==> src/rtl/stack_sequencer_pkg.sv <==
// Shared encodings for the stack sequencer: operation codes, failure causes
// and controller states.
package stack_sequencer_pkg;

    typedef enum logic [1:0] {
        OP_PUSH  = 2'b00,
        OP_POP   = 2'b01,
        OP_SETSP = 2'b10,
        OP_NOP   = 2'b11
    } op_e;

    typedef enum logic [1:0] {
        ERR_TIMEOUT   = 2'b00,
        ERR_OVERFLOW  = 2'b01,
        ERR_UNDERFLOW = 2'b10,
        ERR_RANGE     = 2'b11
    } err_e;

    typedef enum logic [2:0] {
        ST_IDLE,
        ST_CHECK,
        ST_MEM_WR,
        ST_MEM_RD,
        ST_DONE,
        ST_ERROR
    } state_e;

endpackage

==> src/rtl/wait_timer.sv <==
// Counts consecutive cycles spent waiting for a memory acknowledge and flags
// the cycle that would be the TIMEOUT-th one without a response.
module wait_timer #(
    parameter int unsigned TIMEOUT = 15
) (
    input  logic clk,
    input  logic rst,
    input  logic clear,
    input  logic enable,
    output logic expired
);

    localparam int unsigned TW = (TIMEOUT < 2) ? 1 : $clog2(TIMEOUT + 1);
    localparam logic [TW-1:0] LAST = TW'(TIMEOUT - 1);

    logic [TW-1:0] cnt_q;
    logic [TW-1:0] cnt_d;

    // Expired means the current waiting cycle is the last one allowed.
    assign expired = enable && (cnt_q >= LAST);

    // Next count: clear wins, otherwise advance while enabled (saturating).
    always_comb begin
        cnt_d = cnt_q;
        if (clear) begin
            cnt_d = '0;
        end else if (enable && (cnt_q < LAST)) begin
            cnt_d = cnt_q + TW'(1);
        end
    end

    // Counter register.
    always_ff @(posedge clk or posedge rst) begin
        if (rst) begin
            cnt_q <= '0;
        end else begin
            cnt_q <= cnt_d;
        end
    end

endmodule

==> src/rtl/stack_sequencer.sv <==
// Burst push/pop sequencer for an empty-ascending word stack held in external
// memory. Bursts are range-checked before any memory access is issued.
module stack_sequencer
    import stack_sequencer_pkg::*;
#(
    parameter int unsigned        DATA_W    = 16,
    parameter int unsigned        ADDR_W    = 16,
    parameter logic [ADDR_W-1:0]  SP_BASE   = 16'h0100,
    parameter int unsigned        DEPTH     = 256,
    parameter int unsigned        MAX_BURST = 4,
    parameter int unsigned        TIMEOUT   = 15,
    localparam int unsigned       CW        = $clog2(MAX_BURST + 1)
) (
    input  logic              clk,
    input  logic              rst,
    input  logic              req,
    input  logic [1:0]        op,
    input  logic [CW-1:0]     count,
    input  logic [ADDR_W-1:0] setData,
    input  logic [DATA_W-1:0] pushData,
    output logic              pushTake,
    output logic [DATA_W-1:0] popData,
    output logic              popValid,
    output logic              memReq,
    output logic              memWe,
    output logic [ADDR_W-1:0] memAddr,
    output logic [DATA_W-1:0] memWData,
    input  logic [DATA_W-1:0] memRData,
    input  logic              memReady,
    output logic              busy,
    output logic              done,
    output logic              err,
    output logic [1:0]        errCode,
    output logic [ADDR_W-1:0] sp
);

    // Stack window bounds, one bit wider than an address so sums never wrap.
    localparam logic [ADDR_W:0] SP_LO = {1'b0, SP_BASE};
    localparam logic [ADDR_W:0] SP_HI = SP_LO + (ADDR_W + 1)'(DEPTH);

    state_e              state_q, state_d;
    op_e                 op_q, op_d;
    logic [CW-1:0]       rem_q, rem_d;
    logic [ADDR_W-1:0]   sp_q, sp_d;
    logic [ADDR_W-1:0]   set_q, set_d;
    err_e                err_code_q, err_code_d;
    logic [DATA_W-1:0]   pop_data_q, pop_data_d;
    logic                pop_valid_q, pop_valid_d;

    logic                in_mem;
    logic                expired;
    logic [ADDR_W:0]     sp_ext, cnt_ext, set_ext;

    assign in_mem  = (state_q == ST_MEM_WR) || (state_q == ST_MEM_RD);
    assign sp_ext  = {1'b0, sp_q};
    assign cnt_ext = (ADDR_W + 1)'(rem_q);
    assign set_ext = {1'b0, set_q};

    wait_timer #(
        .TIMEOUT (TIMEOUT)
    ) u_wait_timer (
        .clk     (clk),
        .rst     (rst),
        .clear   (!in_mem || memReady),
        .enable  (in_mem),
        .expired (expired)
    );

    // Next-state and datapath updates for the sequencer.
    always_comb begin
        state_d     = state_q;
        op_d        = op_q;
        rem_d       = rem_q;
        sp_d        = sp_q;
        set_d       = set_q;
        err_code_d  = err_code_q;
        pop_data_d  = pop_data_q;
        pop_valid_d = 1'b0;

        unique case (state_q)
            ST_IDLE: begin
                if (req) begin
                    op_d       = op_e'(op);
                    rem_d      = count;
                    set_d      = setData;
                    err_code_d = ERR_TIMEOUT;
                    state_d    = ST_CHECK;
                end
            end
            ST_CHECK: begin
                unique case (op_q)
                    OP_NOP: state_d = ST_DONE;
                    OP_SETSP: begin
                        if ((set_ext < SP_LO) || (set_ext > SP_HI)) begin
                            err_code_d = ERR_RANGE;
                            state_d    = ST_ERROR;
                        end else begin
                            sp_d    = set_q;
                            state_d = ST_DONE;
                        end
                    end
                    OP_PUSH: begin
                        if ((sp_ext + cnt_ext) > SP_HI) begin
                            err_code_d = ERR_OVERFLOW;
                            state_d    = ST_ERROR;
                        end else if (rem_q == '0) begin
                            state_d = ST_DONE;
                        end else begin
                            state_d = ST_MEM_WR;
                        end
                    end
                    OP_POP: begin
                        // sp - count < base, rearranged to avoid a negative result
                        if (sp_ext < (SP_LO + cnt_ext)) begin
                            err_code_d = ERR_UNDERFLOW;
                            state_d    = ST_ERROR;
                        end else if (rem_q == '0) begin
                            state_d = ST_DONE;
                        end else begin
                            state_d = ST_MEM_RD;
                        end
                    end
                    default: state_d = ST_DONE;
                endcase
            end
            ST_MEM_WR: begin
                if (memReady) begin
                    sp_d  = sp_q + ADDR_W'(1);
                    rem_d = rem_q - CW'(1);
                    if (rem_q == CW'(1)) begin
                        state_d = ST_DONE;
                    end
                end else if (expired) begin
                    err_code_d = ERR_TIMEOUT;
                    state_d    = ST_ERROR;
                end
            end
            ST_MEM_RD: begin
                if (memReady) begin
                    pop_data_d  = memRData;
                    pop_valid_d = 1'b1;
                    sp_d        = sp_q - ADDR_W'(1);
                    rem_d       = rem_q - CW'(1);
                    if (rem_q == CW'(1)) begin
                        state_d = ST_DONE;
                    end
                end else if (expired) begin
                    err_code_d = ERR_TIMEOUT;
                    state_d    = ST_ERROR;
                end
            end
            ST_DONE:  state_d = ST_IDLE;
            ST_ERROR: state_d = ST_IDLE;
            default:  state_d = ST_IDLE;
        endcase
    end

    // Sequencer state registers; reset returns to an empty-base idle stack.
    always_ff @(posedge clk or posedge rst) begin
        if (rst) begin
            state_q     <= ST_IDLE;
            op_q        <= OP_NOP;
            rem_q       <= '0;
            sp_q        <= SP_BASE;
            set_q       <= '0;
            err_code_q  <= ERR_TIMEOUT;
            pop_data_q  <= '0;
            pop_valid_q <= 1'b0;
        end else begin
            state_q     <= state_d;
            op_q        <= op_d;
            rem_q       <= rem_d;
            sp_q        <= sp_d;
            set_q       <= set_d;
            err_code_q  <= err_code_d;
            pop_data_q  <= pop_data_d;
            pop_valid_q <= pop_valid_d;
        end
    end

    // Memory-side and status outputs decoded from the registered state.
    always_comb begin
        memReq   = in_mem;
        memWe    = (state_q == ST_MEM_WR);
        memAddr  = '0;
        memWData = '0;
        if (state_q == ST_MEM_WR) begin
            memAddr  = sp_q;
            memWData = pushData;
        end else if (state_q == ST_MEM_RD) begin
            memAddr = sp_q - ADDR_W'(1);
        end
        pushTake = (state_q == ST_MEM_WR) && memReady;
        busy     = (state_q != ST_IDLE);
        done     = (state_q == ST_DONE);
        err      = (state_q == ST_ERROR);
        errCode  = err_code_q;
        popData  = pop_data_q;
        popValid = pop_valid_q;
        sp       = sp_q;
    end

endmodule

==> config.mk <==
export PLATFORM = sky130hd
export DESIGN_NAME = stack_sequencer
export DESIGN_NICKNAME = d
export VERILOG_FILES = /design/src/rtl/stack_sequencer_pkg.sv /design/src/rtl/wait_timer.sv /design/src/rtl/stack_sequencer.sv
export SDC_FILE = /design/constraint.sdc
export NUM_CORES = 1
export LEC_CHECK = 0
export CORE_AREA = 2 2 70 121
export DETAILED_ROUTE_END_ITERATION = 10
export DIE_AREA = 0 0 72 123
export DONT_BUFFER_PORTS = 1
export HOLD_SLACK_MARGIN = 0.1
export PLACE_DENSITY_LB_ADDON = 0.05
export RECOVER_POWER = 25
export SYNTH_ARGS = -nofsm -noshare
export SYNTH_HDL_FRONTEND = slang
export SYNTH_HIERARCHICAL = 1
export SYNTH_SLANG_ARGS = --single-unit
==> constraint.sdc <==
create_clock -name clk -period 2.9 [get_ports clk]
set_input_delay 0.725 -clock clk [delete_from_list [all_inputs] [get_ports clk]]
set_output_delay 0.725 -clock clk [all_outputs]
set_load 0.1 [all_outputs]
==> impl_metrics.ini, run 1 <==
[outcome]
status = finished, violations left
failed_checks = setup timing

[global_routing]
overflow = 0
grt_antenna_before_repair = 0
grt_first_pass_wirelength_um = 21800
grt_max_degree = 40
grt_use_total_pct = 32.2
grt_pass1_vias = 4250

[cts]
postCtsHoldBufs = 0
clk_path_buf_depth = 2
cts_buffers = 9
cts_root_buffer = clkbuf_16
clkTransAtPathRegs_ps = 60
htreeDepth = 3
cts_tree = done
cts_sinks = 63
worst_skew_pair.late_latency_ps = 330

[placed_design]
dpl.hpwl_um = 9850
placed_cells = 633
port_buffers = 0
globalplace.congestion = 0.976

[worst_hold_path]
hold_class = in -> async

[routing]
drcViolationCount = 0
drtAntennaViolNets = 0
routedWlPerCell_um = 20.3
drt_pass1_iterations = 7
vias = 4440
vias_per_cell = 6.57
routed_wl_um = 13700
drt_iter0_markers = 371

[critical_path]
rr_worst_depth = 19
critPathMaxStageDelay_ps = 450
crit_arrival_ps = 2390
path_buf_inv = 1
cp-end-kind = output port
crit_family = simple AND/OR/NAND/NOR gates
path_max_fanout = 4
critPathSlowestCell = dfrtp_2
path_cells = inv_4, ha_4, nor3b_4, nand4_1, or3_1, a21oi_2, a21o_4
rrSetupSlack_ps = -110
timing.rr.start = sp[0]
critPathRequiredTime_ps = 2170
crit_type = reg -> out
startpoint_type = flip-flop
worst_r2r_endpoint = sp[10]

[logic_synthesis]
synth-seq-cells = 63
syn_area_um2 = 4460
syn_inst = 510
synth-warning-count = 6
ys_seq_area_share_pct = 35.4
synth-edff-count = 0
async_reset_ff_share_pct = 100
synth.avg_cell_area_um2 = 8.74
synthesis.nets = 581
ys_types = 67
synth_ff_type = dfrtp_1

[die]
die_h_um = 123
io-pin-count = 130
fp.dieW_um = 72
dieArea_um2 = 8860
num_rows = 43
coreArea_um2 = 7910
initial_utilization_pct = 56.4

[sta]
min_period_ps = 3120
setup_viol = 9
rsz0062_at_grt = true
relSlewSlack_pct = 27.2
maxSlewViolCount = 0
max_clock_freq_mhz = 321
final_hold_viol_count = 0
fin_ws_ps = -219
fin_crit_sh_pct = 108
tightestPinTransition_ps = 1090
hold_ws_ps = 171
fin_skew_ps = 7.50

[final_layout]
diodes = 0
drive_gt1_share_pct = 39.6
instances_no_fill = 676
nets = 652
area_delta_synth_final_pct = 39.4

[job]
cap_viol_max_count = 0
[metrics by stage]
stage / setup slack, ps / cell area, µm² / TNS [ps] / utilization (%)
after floorplan: -257 / 4710 / -970 / -
after global routing: -237 / 6210 / -1560 / 78.6
after global placement: 140 / 5540 / 0 / 70.1
after detailed placement: 96.8 / 5540 / 0 / 70.1
after CTS: -139 / 6140 / -690 / 77.7
final: -219 / 6210 / -1100 / 78.6
[registers in the layout (all words and copies together) (netlist names)]
register            cells
popData                16
set_q                  16
popValid                1
sp                     16
rem_q                   3
state_q                 3
op_q                    2
u_wait_timer/cnt_q      4
errCode                 2
[cell type report]
| class | count | area, µm² |
|---|---|---|
| clock buffer | 10 | 239 |
| clock inverter | 6 | 93.8 |
| fill | 501 | 1690 |
| inverter | 23 | 91.3 |
| multi-input combinational | 384 | 2940 |
| sequential | 63 | 1600 |
| tap | 90 | 113 |
| timing repair buffer | 100 | 1150 |
[cell usage in the layout, fill, tap and decap left out, types with 11 or more instances in the layout]
| cell | count |
|---|---|
| nor3_1 | 18 |
| nand3_1 | 12 |
| nor2_1 | 29 |
| o21ai_0 | 34 |
| buf_12 | 30 |
| inv_1 | 19 |
| a21oi_1 | 25 |
| dfrtp_2 | 13 |
| nand2_1 | 24 |
| and3_1 | 12 |
| dfrtp_1 | 47 |
| ha_1 | 12 |
| buf_4 | 63 |
| mux2_2 | 33 |
| nor2_4 | 11 |
[synthesized netlist by cell type, types with 4 or more instances]
cell,instances,area share (%)
nor3_1,20,2.2
xnor2_1,13,2.6
xor2_1,4,0.79
o21a_1,4,0.67
o211ai_1,8,1.3
inv_1,21,1.8
nor2_1,40,3.4
nand4_1,8,1.1
buf_1,4,0.34
a211oi_1,8,1.3
or3_1,8,1.1
nor4_1,7,0.98
a21oi_1,29,3.3
mux2i_1,4,0.90
and3_1,22,3.1
o21ai_0,35,3.9
ha_1,13,3.6
buf_2,13,1.5
mux2_2,33,8.3
clkbuf_1,20,1.7
nor2b_1,6,0.84
a31oi_1,7,0.98
dfrtp_1,60,34
nand2b_1,8,1.1
nand3_1,14,1.6
nand2_1,29,2.4
o21ai_1,6,0.67
[layer usage]
| layer | track usage, % | vias up | wire length (µm) |
|---|---|---|---|
| met5 | 0 | - | 0 |
| met2 | 56.5 | 275 | 7040 |
| met4 | 17.5 | 0 | 893 |
| met3 | 7.66 | 63 | 1130 |
| met1 | 35.4 | 2104 | 4670 |
| li1 | - | 1998 | - |
[what timing repair did]
| action | 4_1_cts | 5_1_grt |
|---|---|---|
| pin swaps | 14 | 7 |
| buffers inserted | 24 | 3 |
| hold endpoints to repair | 0 | 0 |
| resized for setup | 17 | 14 |
| setup endpoints to repair | 7 | 18 |
[kinds of logic after synthesis]
logic type                 after synthesis  synth area share [%]
AOI/OAI and AO/OA                      137                  20.4
DFF                                     63                  35.4
xor gates and xnor gates                17                  3.34
adders and majority gates               14                  4.10
buffers and inverters                   63                  6.09
and+or+nand+nor                        179                  21.4
muxes                                   37                  9.23
[how the worst max path moves through the flow]
stage / from / end / depth (start not counted)
4_1_cts: sp[0] / memAddr[14] / 7
5_1_grt: sp[0] / memAddr[14] / 7
3_3_place_gp: sp[0] / memAddr[14] / 7
6_report: sp[0] / memAddr[14] / 7
3_5_place_dp: sp[0] / memAddr[14] / 7
2_1_floorplan: sp[2] / memAddr[15] / 8
Power of run 1 is not shown: default switching activity piles up to over one toggle a cycle in this logic, so the estimate is an artifact.
==> inputs of run 2 (changes only) <==
Settings changed: CORE_AREA 2 2 70 121 to 2 2 80 139, DIE_AREA 0 0 72 123 to 0 0 82 141, DONT_BUFFER_PORTS 1 to default.
==> impl_metrics.ini, run 2 (synthesis gave the netlist of run 1 again) <==
[outcome]
status = finished, violations left
failed_checks = capacitance limit, slew limit, setup timing

[critical_path]
crit_arrival_ps = 2300
crit_type = reg -> out
critPathRequiredTime_ps = 2170
path_max_fanout = 4
cp-end-kind = output port
critPathMaxStageDelay_ps = 450
path_buf_inv = 1
critPathSlowestCell = dfrtp_2
crit_family = simple AND/OR/NAND/NOR gates
startpoint_type = flip-flop
path_cells = nor4_4, and4_1, nor3b_4, nand2_1, xor2_1, nor2_4, buf_12

[die]
die_h_um = 141
io-pin-count = 130
initial_utilization_pct = 42.4
fp.dieW_um = 82
num_rows = 50
coreArea_um2 = 10500
dieArea_um2 = 11600

[cts]
cts_tree = done
clk_path_buf_depth = 2
cts_buffers = 9
worst_skew_pair.late_latency_ps = 340
htreeDepth = 3
cts_sinks = 63
postCtsHoldBufs = 0
clkTransAtPathRegs_ps = 50
cts_root_buffer = clkbuf_16

[global_routing]
grt_max_degree = 60
grt.busiest_layer = met2
grt_antenna_before_repair = 0
overflow = 0
grt_first_pass_wirelength_um = 23700
grt_pass1_vias = 4704
grt_use_total_pct = 27.2
use_met3_pct = 5.76
grt.met2_usage_pct = 48.5
gr-usage-met1_pct = 28.7

[routing]
routed_wl_um = 15100
drtAntennaViolNets = 0
vias_per_cell = 5.90
routedWlPerCell_um = 19.1
drt_pass1_iterations = 5
drcViolationCount = 0
vias = 4682
drt_iter0_markers = 286

[worst_hold_path]
hold_class = reg -> reg

[pwr]
ir_drop_uv = 921
p_leak_nw = 2.88
powerDensity_nw_per_um2 = 1300

[sta]
tightestPinTransition_ps = 1510
max_clock_freq_mhz = 330
hold_ws_ps = 507
fin_ws_ps = -128
relSlewSlack_pct = -0.896
rsz0062_at_grt = true
maxSlewViolCount = 60
fin_crit_sh_pct = 104
final_hold_viol_count = 0
setup_viol = 8
fin_skew_ps = 6.66
min_period_ps = 3030

[final_layout]
final_cell_mix = 78 x buf_4, 55 x clkdlybuf4s50_1, 47 x dfrtp_1
nets = 729
area_delta_synth_final_pct = 58.6
layout_commonest_cell = buf_4
instances_no_fill = 793
drive_gt1_share_pct = 38.2
diodes = 0

[placed_design]
placed_cells = 761
dpl.hpwl_um = 11200
port_buffers = 129
globalplace.congestion = 0.945

[job]
cap_viol_max_count = 1
## run 2: metal layers
layer  part of all wire [%]  vias to the layer above
met5                      0                        -
met4                    4.9                        0
met3                    6.3                       64
met2                     54                      212
met1                     35                     2251
li1                       -                     2155
## run 2: path summary, 6_finish.rpt
check | start | endpoint | slack, ps | depth (start not counted)
min in group asynchronous | rst | u_wait_timer/cnt_q[3] | 740 | 2
worst min-delay path | popData[0] | popData[0] | 510 | 1
worst max-delay path | sp[0] | memAddr[15] | -130 | 7
worst min register to register | popData[0] | popData[0] | 510 | 1
worst max register to register | sp[0] | state_q[0] | 130 | 10
max in group asynchronous | rst | sp[0] | 500 | 3
## run 2: repair_timing
action	in CTS	in global routing
resized for setup	15	11
setup endpoints to repair	8	15
pin swaps	13	6
buffers inserted	14	2
## run 2: cell type report
class,instances,area [µm²]
flip-flops and latches,63,1600
clock inverters,6,92.6
fillers,856,3440
inverters,23,91.3
well taps,130,163
repair buffers,177,1970
clock buffers,10,239
multi-input cells,384,2920
## run 2: power breakdown
group	switching [mW]	internal, mW	total, mW
Sequential	0.467	1.29	1.76
Clock	0.428	0.780	1.21
Combinational	4.21	1.99	6.20
Total	5.11	4.06	9.17
## run 2: per-stage QoR
stage | area [µm²] | setup WS [ps] | TNS [ps] | utilization (%) | power [mW]
detailed placement | 6500 | 78.9 | 0 | 61.9 | 7.70
finish | 7070 | -128 | -791 | 67.3 | 9.17
global route | 7070 | -219 | -1560 | 67.3 | 9.58
CTS | 7020 | -173 | -679 | 66.8 | 9.10
global placement | 6500 | 142 | 0 | 61.9 | 7.60
floorplan | 4710 | -257 | -970 | - | 6.03
Power figures use the tool's default switching activity.
==> inputs of run 3 (changes only) <==
Settings changed: CORE_AREA 2 2 80 139 to 2 2 74 128, DIE_AREA 0 0 82 141 to 0 0 76 130.
Clock period 2.9 ns to 3.7 ns, I/O delays scaled along.
==> impl_metrics.ini, run 3 (synthesis gave the netlist of run 1 again) <==
[outcome]
status = completed

[routing]
routed_wl_um = 13500
routedWlPerCell_um = 18.2
drt_iter0_markers = 238
drtAntennaViolNets = 0
vias_per_cell = 5.94
drcViolationCount = 0
vias = 4424
drt_pass1_iterations = 5

[cts]
cts_tree = done
clkTransAtPathRegs_ps = 60
worst_skew_pair.late_latency_ps = 340
postCtsHoldBufs = 0
cts_root_buffer = clkbuf_16
htreeDepth = 3
cts_sinks = 63
cts_buffers = 9
clk_path_buf_depth = 2

[global_routing]
grt_use_total_pct = 27.7
grt_first_pass_wirelength_um = 21700
grt_antenna_before_repair = 0
grt_pass1_vias = 4470
grt_max_degree = 44
overflow = 0

[worst_hold_path]
hold_path_depth = 1
whs_endpoint = popData[10]
holdCritStartpoint = popData[10]
hold_class = reg -> reg

[final_layout]
regArea_um2 = 1580
area_delta_synth_final_pct = 43.0
fillers = 699
diodes = 0
drive_gt1_share_pct = 24.2
layout_commonest_cell = clkdlybuf4s50_1
instances_no_fill = 745
multi_input_area_um2 = 2690
nets = 691
final_cell_mix = 72 x clkdlybuf4s50_1, 58 x dfrtp_1, 37 x buf_4

[pwr]
combPwrFrac_pct = 64.4
seqPwrFrac_pct = 22.5
p_leak_nw = 2.59
internal_power_mw = 2.79
swShare_pct = 57.3
ir_drop_uv = 828
powerDensity_nw_per_um2 = 1020
switchingPower_mw = 3.74
power.share.clock_pct = 13.0

[placed_design]
dpl.hpwl_um = 10200
port_buffers = 129
globalplace.congestion = 0.910
dpl_worst_slack_ps = 436
placed_cells = 728

[sta]
fin_skew_ps = 7.33
tightestPinTransition_ps = 1270
max_clock_freq_mhz = 283
min_period_ps = 3540
final_hold_viol_count = 0
setup_viol = 0
maxSlewViolCount = 0
hold_ws_ps = 507
fin_crit_sh_pct = 95.6
relSlewSlack_pct = 15.3
fin_ws_ps = 164

[critical_path]
critPathRequiredTime_ps = 2770
critPathMaxStageDelay_ps = 520
rrSetupSlack_ps = 770
rr_worst_depth = 9
crit_family = simple AND/OR/NAND/NOR gates
path_buf_inv = 2
path_cells = inv_1, ha_1, nor3b_4, nand4_1, or3_1, a21oi_2, a21o_1, buf_12
cp-end-kind = output port
crit_arrival_ps = 2610
timing.rr.start = state_q[2]
startpoint_type = flip-flop
path_max_fanout = 13
critPathSlowestCell = dfrtp_2
critical_path_depth = 8
crit_type = reg -> out
worst_r2r_endpoint = errCode[1]

[die]
num_rows = 46
initial_utilization_pct = 50.0
dieArea_um2 = 9880
fp.dieW_um = 76
io-pin-count = 130
coreArea_um2 = 8920
die_h_um = 130

[job]
cap_viol_max_count = 0
==> run 3: cell types whose count changed in the layout (fill, tap and decap cells not counted), sizes merged <==
cell,before,now
clkdlybuf4s50,55,72
buf,120,65
bufinv,2,1
inv,22,23
clkinvlp,2,3
clkinv,3,2
==> run 3: final cells by class <==
| cell class | instances | area share [%] |
|---|---|---|
| Clock buffer | 10 | 3.59 |
| Clock inverter | 6 | 1.10 |
| Inverter | 23 | 1.35 |
| Multi-Input combinational cell | 384 | 42.1 |
| Sequential cell | 63 | 24.8 |
| Tap cell | 120 | 2.35 |
| Timing Repair Buffer | 139 | 24.7 |
==> run 3: worst register-to-register path, stage by stage (launching register included) <==
cell	delay [ps]
dfrtp_1	460
nand2b_2	400
inv_2	200
buf_4	410
o2111a_1	260
nand2b_1	90
a221o_1	350
a31o_2	240
o21a_1	160
a311o_1	260
==> run 3: power by group through the flow <==
stage	Clock, mW	Sequential (mW)	Combinational (mW)
detailed placement	0	1.46	4.17
floorplan	0	2.44	2.13
global route	0.895	1.53	4.41
CTS	0.865	1.45	4.19
finish	0.849	1.47	4.20
global placement	0	1.44	4.13
==> run 3: how the worst max path moves through the flow <==
stage	from	endpoint	slack [ps]
2_1_floorplan	sp[2]	memAddr[3]	-190
3_3_place_gp	sp[0]	memAddr[14]	490
3_5_place_dp	sp[0]	memAddr[14]	440
4_1_cts	sp[0]	memAddr[14]	70
5_1_grt	sp[1]	memAddr[14]	-30
6_report	sp[1]	memAddr[14]	160
==> run 3: stage by stage <==
stage | total power, mW | area, µm² | TNS (ps) | util [%]
after global placement | 5.57 | 6070 | 0 | 68.0
after global routing | 6.83 | 6380 | -34.7 | 71.5
after detailed placement | 5.63 | 6070 | 0 | 68.0
after CTS | 6.51 | 6370 | 0 | 71.4
after floorplan | 4.57 | 4520 | -187 | -
final | 6.52 | 6380 | 0 | 71.5
==> run 3: repair_timing <==
action	4_1_cts	5_1_grt
setup endpoints to repair	0	3
gates resized for setup	0	5
buffers inserted	0	1
==> run 3: routing by layer <==
layer / up-vias / track usage, % / routed length (µm) / part of all wire [%]
met4: 0 / 13.3 / 436 / 3.2
met5: - / 0 / 0 / 0
met2: 193 / 53.2 / 7440 / 55
met1: 2125 / 28.7 / 4910 / 36
li1: 2074 / - / - / -
met3: 32 / 5.88 / 748 / 5.5
